$ cat src/rtl/karatsuba_mult_pipe_pkg.sv
// ---------------------------------------------------------------------------
// karatsuba_mult_pipe_pkg
// Shared constants and width helpers for the pipelined Karatsuba multiplier.
//   split_lo(w)  : low-half width  L = floor(w/2)
//   split_hi(w)  : high-half width H = w - L
//   phi_w/plo_w/pmid_w : widths of the three partial products
//   STAGES       : number of register stages between input and output
// ---------------------------------------------------------------------------
package karatsuba_mult_pipe_pkg;

   localparam int STAGES = 3;

   function automatic int split_lo(input int w);
      return w / 2;
   endfunction

   function automatic int split_hi(input int w);
      return w - (w / 2);
   endfunction

   // Ah*Bh
   function automatic int phi_w(input int w);
      return 2 * split_hi(w);
   endfunction

   // Al*Bl
   function automatic int plo_w(input int w);
      return 2 * split_lo(w);
   endfunction

   // (Ah+Al)*(Bh+Bl), each sum is H+1 bits wide
   function automatic int pmid_w(input int w);
      return 2 * split_hi(w) + 2;
   endfunction

endpackage

$ cat src/rtl/karat_stage_reg.sv
// ---------------------------------------------------------------------------
// karat_stage_reg
// One valid/data pipeline register stage.
//   clk, rst_n : clock, asynchronous active-low reset (clears valid and data)
//   i_clear    : synchronous flush of the valid flag
//   i_load     : stage may take a new entry this cycle (it is empty or its
//                contents are moving on)
//   i_valid    : the entry offered by the upstream stage is real
//   i_data     : payload offered by the upstream stage
//   o_valid    : stage holds a real entry
//   o_data     : held payload, stable while i_load is low
// ---------------------------------------------------------------------------
module karat_stage_reg #(
   parameter int DW = 8
) (
   input  logic          clk,
   input  logic          rst_n,
   input  logic          i_clear,
   input  logic          i_load,
   input  logic          i_valid,
   input  logic [DW-1:0] i_data,
   output logic          o_valid,
   output logic [DW-1:0] o_data
);

   logic          r_valid;
   logic [DW-1:0] r_data;

   always_ff @(posedge clk or negedge rst_n) begin
      if (!rst_n) begin
         r_valid <= 1'b0;
         r_data  <= '0;
      end else begin
         if (i_clear) begin
            r_valid <= 1'b0;
         end else if (i_load) begin
            r_valid <= i_valid;
         end
         // Payload only moves for real entries, so a bubble passing through
         // does not disturb what the stage last held.
         if (i_load && i_valid && !i_clear) begin
            r_data <= i_data;
         end
      end
   end

   assign o_valid = r_valid;
   assign o_data  = r_data;

endmodule

$ cat src/rtl/karatsuba_mult_pipe.sv
// ---------------------------------------------------------------------------
// karatsuba_mult_pipe
// Three-stage pipelined one-level Karatsuba multiplier, unsigned or two's
// complement per transaction, with a user tag carried alongside.
//   clk, rst_n   : clock, asynchronous active-low reset
//   Clear_i      : synchronous flush of every in-flight operation
//   In_valid_i   : operand pair valid       In_ready_o : pair accepted
//   Data_A_i/B_i : W-bit operands           Signed_i   : 1 = two's complement
//   Tag_i        : tag returned with the product
//   Out_valid_o  : product valid            Out_ready_i: downstream accepts
//   Data_S_o     : 2W-bit product           Tag_o      : tag of that product
//
// Handshake: a transfer happens on any cycle where valid and ready are both
// high at the rising edge. Ready never depends on the same side's valid, and
// a presented output (valid high) stays unchanged until it is taken.
//
// S1: magnitudes split into halves, half sums, result sign, tag
// S2: P_hi = Ah*Bh, P_lo = Al*Bl, P_mid = (Ah+Al)*(Bh+Bl)
// S3: recombination and sign restore
// ---------------------------------------------------------------------------
module karatsuba_mult_pipe
   import karatsuba_mult_pipe_pkg::*;
#(
   parameter int W     = 24,
   parameter int TAG_W = 4
) (
   input  logic             clk,
   input  logic             rst_n,
   input  logic             Clear_i,
   input  logic             In_valid_i,
   output logic             In_ready_o,
   input  logic [W-1:0]     Data_A_i,
   input  logic [W-1:0]     Data_B_i,
   input  logic             Signed_i,
   input  logic [TAG_W-1:0] Tag_i,
   output logic             Out_valid_o,
   input  logic             Out_ready_i,
   output logic [2*W-1:0]   Data_S_o,
   output logic [TAG_W-1:0] Tag_o
);

   localparam int L      = split_lo(W);
   localparam int H      = split_hi(W);
   localparam int PHI_W  = phi_w(W);
   localparam int PLO_W  = plo_w(W);
   localparam int PMID_W = pmid_w(W);
   localparam int PW     = 2 * W;

   localparam int D1 = 1 + TAG_W + 2 * H + 2 * L + 2 * (H + 1);
   localparam int D2 = 1 + TAG_W + PHI_W + PLO_W + PMID_W;
   localparam int D3 = TAG_W + PW;

   // ------------------------------------------------------------------------
   // Flow control. Index k is stage S(k+1). A stage loads when it is empty or
   // when its contents move on, which lets bubbles collapse.
   // ------------------------------------------------------------------------
   logic [STAGES-1:0] w_vld;
   logic [STAGES-1:0] w_en;
   logic              r_init;

   // In_ready_o stays low through reset and for the first edge after release.
   always_ff @(posedge clk or negedge rst_n) begin
      if (!rst_n) begin
         r_init <= 1'b0;
      end else begin
         r_init <= 1'b1;
      end
   end

   always_comb begin
      w_en[STAGES-1] = ~w_vld[STAGES-1] | Out_ready_i;
      for (int k = STAGES - 2; k >= 0; k--) begin
         w_en[k] = ~w_vld[k] | w_en[k+1];
      end
   end

   // Clear wins over a simultaneous input, so ready drops during the clear.
   assign In_ready_o  = r_init & ~Clear_i & w_en[0];
   assign Out_valid_o = w_vld[STAGES-1];

   // ------------------------------------------------------------------------
   // S1 input side: magnitudes, halves, half sums, sign
   // ------------------------------------------------------------------------
   logic         w_neg_a;
   logic         w_neg_b;
   logic [W-1:0] w_abs_a;
   logic [W-1:0] w_abs_b;
   logic         w_sign;
   logic [H:0]   w_sa;
   logic [H:0]   w_sb;
   logic [D1-1:0] w_s1_d;

   assign w_neg_a = Signed_i & Data_A_i[W-1];
   assign w_neg_b = Signed_i & Data_B_i[W-1];
   // -2^(W-1) negates to itself, which read unsigned is the right magnitude.
   assign w_abs_a = w_neg_a ? -Data_A_i : Data_A_i;
   assign w_abs_b = w_neg_b ? -Data_B_i : Data_B_i;
   assign w_sign  = Signed_i & (Data_A_i[W-1] ^ Data_B_i[W-1]);
   assign w_sa    = (H+1)'(w_abs_a[W-1:L]) + (H+1)'(w_abs_a[L-1:0]);
   assign w_sb    = (H+1)'(w_abs_b[W-1:L]) + (H+1)'(w_abs_b[L-1:0]);

   assign w_s1_d = {w_sign, Tag_i,
                    w_abs_a[W-1:L], w_abs_a[L-1:0],
                    w_abs_b[W-1:L], w_abs_b[L-1:0],
                    w_sa, w_sb};

   logic          w_s1_v;
   logic [D1-1:0] w_s1_q;

   karat_stage_reg #(.DW(D1)) u_s1 (
      .clk     (clk),
      .rst_n   (rst_n),
      .i_clear (Clear_i),
      .i_load  (w_en[0]),
      .i_valid (In_valid_i & In_ready_o),
      .i_data  (w_s1_d),
      .o_valid (w_s1_v),
      .o_data  (w_s1_q)
   );

   assign w_vld[0] = w_s1_v;

   // ------------------------------------------------------------------------
   // S2 input side: three partial products
   // ------------------------------------------------------------------------
   logic             w_s1_sign;
   logic [TAG_W-1:0] w_s1_tag;
   logic [H-1:0]     w_s1_ah;
   logic [L-1:0]     w_s1_al;
   logic [H-1:0]     w_s1_bh;
   logic [L-1:0]     w_s1_bl;
   logic [H:0]       w_s1_sa;
   logic [H:0]       w_s1_sb;

   assign {w_s1_sign, w_s1_tag, w_s1_ah, w_s1_al,
           w_s1_bh, w_s1_bl, w_s1_sa, w_s1_sb} = w_s1_q;

   logic [PHI_W-1:0]  w_phi;
   logic [PLO_W-1:0]  w_plo;
   logic [PMID_W-1:0] w_pmid;
   logic [D2-1:0]     w_s2_d;

   assign w_phi  = PHI_W'(w_s1_ah) * PHI_W'(w_s1_bh);
   assign w_plo  = PLO_W'(w_s1_al) * PLO_W'(w_s1_bl);
   assign w_pmid = PMID_W'(w_s1_sa) * PMID_W'(w_s1_sb);
   assign w_s2_d = {w_s1_sign, w_s1_tag, w_phi, w_plo, w_pmid};

   logic          w_s2_v;
   logic [D2-1:0] w_s2_q;

   karat_stage_reg #(.DW(D2)) u_s2 (
      .clk     (clk),
      .rst_n   (rst_n),
      .i_clear (Clear_i),
      .i_load  (w_en[1]),
      .i_valid (w_s1_v),
      .i_data  (w_s2_d),
      .o_valid (w_s2_v),
      .o_data  (w_s2_q)
   );

   assign w_vld[1] = w_s2_v;

   // ------------------------------------------------------------------------
   // S3 input side: recombination and sign restore
   // ------------------------------------------------------------------------
   logic              w_s2_sign;
   logic [TAG_W-1:0]  w_s2_tag;
   logic [PHI_W-1:0]  w_s2_phi;
   logic [PLO_W-1:0]  w_s2_plo;
   logic [PMID_W-1:0] w_s2_pmid;

   assign {w_s2_sign, w_s2_tag, w_s2_phi, w_s2_plo, w_s2_pmid} = w_s2_q;

   logic [PW-1:0] w_mid;
   logic [PW-1:0] w_mag;
   logic [PW-1:0] w_prod;
   logic [D3-1:0] w_s3_d;

   // The true middle term is non-negative and every term fits in 2W bits, so
   // modulo-2^(2W) arithmetic gives the exact magnitude.
   assign w_mid  = PW'(w_s2_pmid) - PW'(w_s2_phi) - PW'(w_s2_plo);
   assign w_mag  = (PW'(w_s2_phi) << (2 * L)) + (w_mid << L) + PW'(w_s2_plo);
   assign w_prod = w_s2_sign ? -w_mag : w_mag;
   assign w_s3_d = {w_s2_tag, w_prod};

   logic          w_s3_v;
   logic [D3-1:0] w_s3_q;

   karat_stage_reg #(.DW(D3)) u_s3 (
      .clk     (clk),
      .rst_n   (rst_n),
      .i_clear (Clear_i),
      .i_load  (w_en[2]),
      .i_valid (w_s2_v),
      .i_data  (w_s3_d),
      .o_valid (w_s3_v),
      .o_data  (w_s3_q)
   );

   assign w_vld[2]          = w_s3_v;
   assign {Tag_o, Data_S_o} = w_s3_q;

endmodule

$ cat config.mk
export PLATFORM = sky130hd
export DESIGN_NAME = karatsuba_mult_pipe
export DESIGN_NICKNAME = d
export VERILOG_FILES = /design/src/rtl/karatsuba_mult_pipe_pkg.sv /design/src/rtl/karat_stage_reg.sv /design/src/rtl/karatsuba_mult_pipe.sv
export SDC_FILE = /design/constraint.sdc
export NUM_CORES = 2
export LEC_CHECK = 0
export CAP_MARGIN = 0
export CORE_MARGIN = 3
export CORE_UTILIZATION = 67
export CTS_CLUSTER_DIAMETER = 100
export DETAILED_ROUTE_END_ITERATION = 10
export PLACE_DENSITY = 0.86
export SYNTH_ARGS = -nofsm -noshare
export SYNTH_HDL_FRONTEND = slang
export SYNTH_SLANG_ARGS = --single-unit
$ cat constraint.sdc
create_clock -name clk -period 10.3 [get_ports clk]
set_input_delay 3.09 -clock clk [delete_from_list [all_inputs] [get_ports clk]]
set_output_delay 3.09 -clock clk [all_outputs]
set_load 0.05 [all_outputs]
==> metrics.yaml <==
detailed_routing:
  vias: 23400
  drt_total_wl_mm: 71.5
  dr.first_iter.drc_count: 1710
  routed_wire_length_per_instance_um: 18.2
  via_per_inst: 5.94
  route.detailed.drc: 0
  detail_route.first_pass.iterations: 8
  detail-route-antenna-nets: 0
grt:
  first_global_vias: 24200
  met3_usage_pct: 4.49
  grt.total_usage_pct: 31.5
  gr-total-overflow: 0
  grt_start_max_net_pins: 104
  wire_length_of_the_first_global_routing_pass_mm: 120
  met2_use_gr_pct: 53.5
  top_usage_layer: "met2"
  antenna_violations_before_repair: 0
  groute.layer.met1.usage_pct: 41.6
clocking:
  clock_sink_count: 214
  cts_root_buf: "sky130_fd_sc_hd__clkbuf_16"
  clock_tree.buffer_depth: 3
  clkSlewWorstSetupHoldPaths_ns: 0.07
  clock_latency_ns: 0.57
  post_cts_resize_count: 0
  ctsHoldBuffers: 0
  cts_tree: "done"
  cts_post_setup_buffers_inserted: 0
  cts.htree.levels: 1
  cts_buffers: 26
sta:
  finClkSkew_ns: 0.0355
  achievable-frequency_mhz: 121
  finalCriticalPeriod_ns: 8.26
  finalHoldViolCount: 0
  period_share_pct: 80.2
  tightestPinTransition_ns: 1.18
  final.setup.tns_ns: 0
  setup_viol: 0
  final_max_slew_viol_count: 0
  slew_headroom_pct: 21.3
  grt_setup_unrepaired: "no"
placement:
  portBuffers: 111
  dp_hpwl_mm: 56.8
  finalWeightedCongestion: 0.960
synth:
  yosys_most_used_dff: "sky130_fd_sc_hd__dfrtp_1"
  post_synth_inst_count: 3325
  synthTopCellsByArea: "sky130_fd_sc_hd__fa_1 (22%), sky130_fd_sc_hd__dfrtp_1 (18%), sky130_fd_sc_hd__ha_1 (13%)"
  netlist_area_mm2: 0.0291
  synth.largest_area_cell: "sky130_fd_sc_hd__fa_1"
  synth_top_area_share_pct: 22.4
  post_synth_arst_share_pct: 100
  synth_fp_nets: 4014
  synth_warnings: 0
  synth.ff_latch_count: 214
  synth-seq-area-share_pct: 18.4
  syn_avg_cell_area_um2: 8.76
  number_of_synthesized_flops_with_an_enable_pin: 0
  post_synth_num_cell_types: 76
critical_path:
  cp_max_fo: 6
  start_kind: "input pin"
  crit_arrival_ns: 5.17
  critPathCaptureType: "primary output"
  critical_path_class: "input pin to primary output"
  timing.critical_path.required_ns: 7.21
floorplan:
  die_area_mm2: 0.0460
  die_w_um: 215
  floorplan.initialDensity_pct: 68.7
  core.rowCount: 75
  core_mm2: 0.0424
  top_level_ports: 112
  floorplan.die.height_um: 215
finish:
  layout_common_cells: "sky130_fd_sc_hd__nand2_1 (530), sky130_fd_sc_hd__inv_1 (471), sky130_fd_sc_hd__fa_1 (326), sky130_fd_sc_hd__ha_1 (305), sky130_fd_sc_hd__dfrtp_1 (214)"
  multi_input_comb_area_mm2: 0.0215
  diodes: 0
  layout.nets: 4029
  area_growth_pct: 8.06
  nFillCells: 3069
  layout-drive-gt1-share_pct: 5.15
  layout.cells.most_common: "sky130_fd_sc_hd__nand2_1"
  area_occupied_by_registers_mm2: 0.00536
hold_path:
  hp-class: "register to register"
job:
  cap_viol_max_count: 0
run_status:
  status: "complete, no violations"
==> layer usage <==
| layer | up-vias | part of all wire, % |
|---|---|---|
| li1 | 10800 | - |
| met1 | 11300 | 41 |
| met2 | 978 | 47 |
| met3 | 203 | 7.2 |
| met4 | 0 | 4.3 |
| met5 | - | 0 |
==> cells by family after synthesis <==
kind of cell,after synthesis,share of synthesized area [%]
compound gates,564,12.2
other cells,1,0.0129
simple gates,1006,16.1
flops,214,18.4
fa+ha+maj,631,35.5
xor+xnor,223,6.73
buf+inv,601,7.77
mux,85,3.28
==> sequential cells by signal, summed over array words and instances, names as in the netlist <==
register / flops
u_s3.o_data: 52
u_s2.o_valid: 1
u_s3.o_valid: 1
u_s1.o_valid: 1
r_init: 1
u_s2.o_data: 79
u_s1.o_data: 79
==> Yosys cell counts (4+ instances only) <==
master                      count
sky130_fd_sc_hd__xor2_1       100
sky130_fd_sc_hd__o41ai_1        8
sky130_fd_sc_hd__o31ai_1       28
sky130_fd_sc_hd__and2_1       155
sky130_fd_sc_hd__fa_1         326
sky130_fd_sc_hd__inv_1        471
sky130_fd_sc_hd__a211o_1        9
sky130_fd_sc_hd__o31a_1         8
sky130_fd_sc_hd__a21boi_0       9
sky130_fd_sc_hd__or2_2         13
sky130_fd_sc_hd__nor2b_1       21
sky130_fd_sc_hd__nor3_1        34
sky130_fd_sc_hd__a41o_1         5
sky130_fd_sc_hd__nand4_1        8
sky130_fd_sc_hd__and4_1         4
sky130_fd_sc_hd__o21bai_1      27
sky130_fd_sc_hd__a21o_1        35
sky130_fd_sc_hd__o2111ai_1      6
sky130_fd_sc_hd__ha_1         305
sky130_fd_sc_hd__a21oi_1      122
sky130_fd_sc_hd__dfrtp_1      214
sky130_fd_sc_hd__clkbuf_1     125
sky130_fd_sc_hd__a31oi_1       15
sky130_fd_sc_hd__nand3b_1       7
sky130_fd_sc_hd__o21a_1        26
sky130_fd_sc_hd__nor4_1         9
sky130_fd_sc_hd__o211ai_1       4
sky130_fd_sc_hd__mux2_2        83
sky130_fd_sc_hd__nand3_1       33
sky130_fd_sc_hd__a211oi_1      15
sky130_fd_sc_hd__o21ai_0      190
sky130_fd_sc_hd__nand2_1      532
sky130_fd_sc_hd__nor2_1       110
sky130_fd_sc_hd__and3_1        17
sky130_fd_sc_hd__nand2b_1      23
sky130_fd_sc_hd__a31o_2         4
sky130_fd_sc_hd__xnor2_1      122
sky130_fd_sc_hd__o21ai_1       14
sky130_fd_sc_hd__or3_1         15
sky130_fd_sc_hd__or4_1         10
==> cell type report <==
cell class	instances	area share, %
clock buffers	34	2.32
clock inverters	13	0.680
inverters	471	5.62
multi-input cells	2510	68.4
flip-flops and latches	214	17.0
well taps	577	2.29
repair buffers	117	3.68
==> final timing paths <==
kind	cells after the start	to	from	slack (ns)
max reg2reg	30	u_s3.o_data[46]	u_s2.o_data[50]	2.47
max	4	In_ready_o	Out_ready_i	2.04
max in group asynchronous	2	u_s1.o_data[33]	rst_n	6.23
min in group asynchronous	1	u_s3.o_data[10]	rst_n	2.53
min	1	u_s2.o_data[75]	u_s1.o_data[75]	0.46
min reg2reg	1	u_s2.o_data[75]	u_s1.o_data[75]	0.46
==> critical path, stage by stage <==
cell                              delay [ns]
sky130_fd_sc_hd__clkdlybuf4s50_1        0.46
sky130_fd_sc_hd__nor2b_1                0.10
sky130_fd_sc_hd__a311oi_1               0.59
sky130_fd_sc_hd__clkdlybuf4s50_1        0.92
==> metrics by stage <==
step	std cells	hold WS (ns)	util (%)	worst slack [ns]	area [um^2]
floorplan	3325	0.446	-	2.66	29100
global placement	3889	0.459	72.0	2.10	30500
detailed placement	3889	0.469	72.0	2.05	30500
CTS	3936	0.459	74.2	2.05	31500
global route	3936	0.469	74.2	1.90	31500
finish	3936	0.462	74.2	2.04	31500
Power is left out: the tool's default activity adds up to more than one toggle a clock period on the data nets, which glitch-free logic cannot reach.
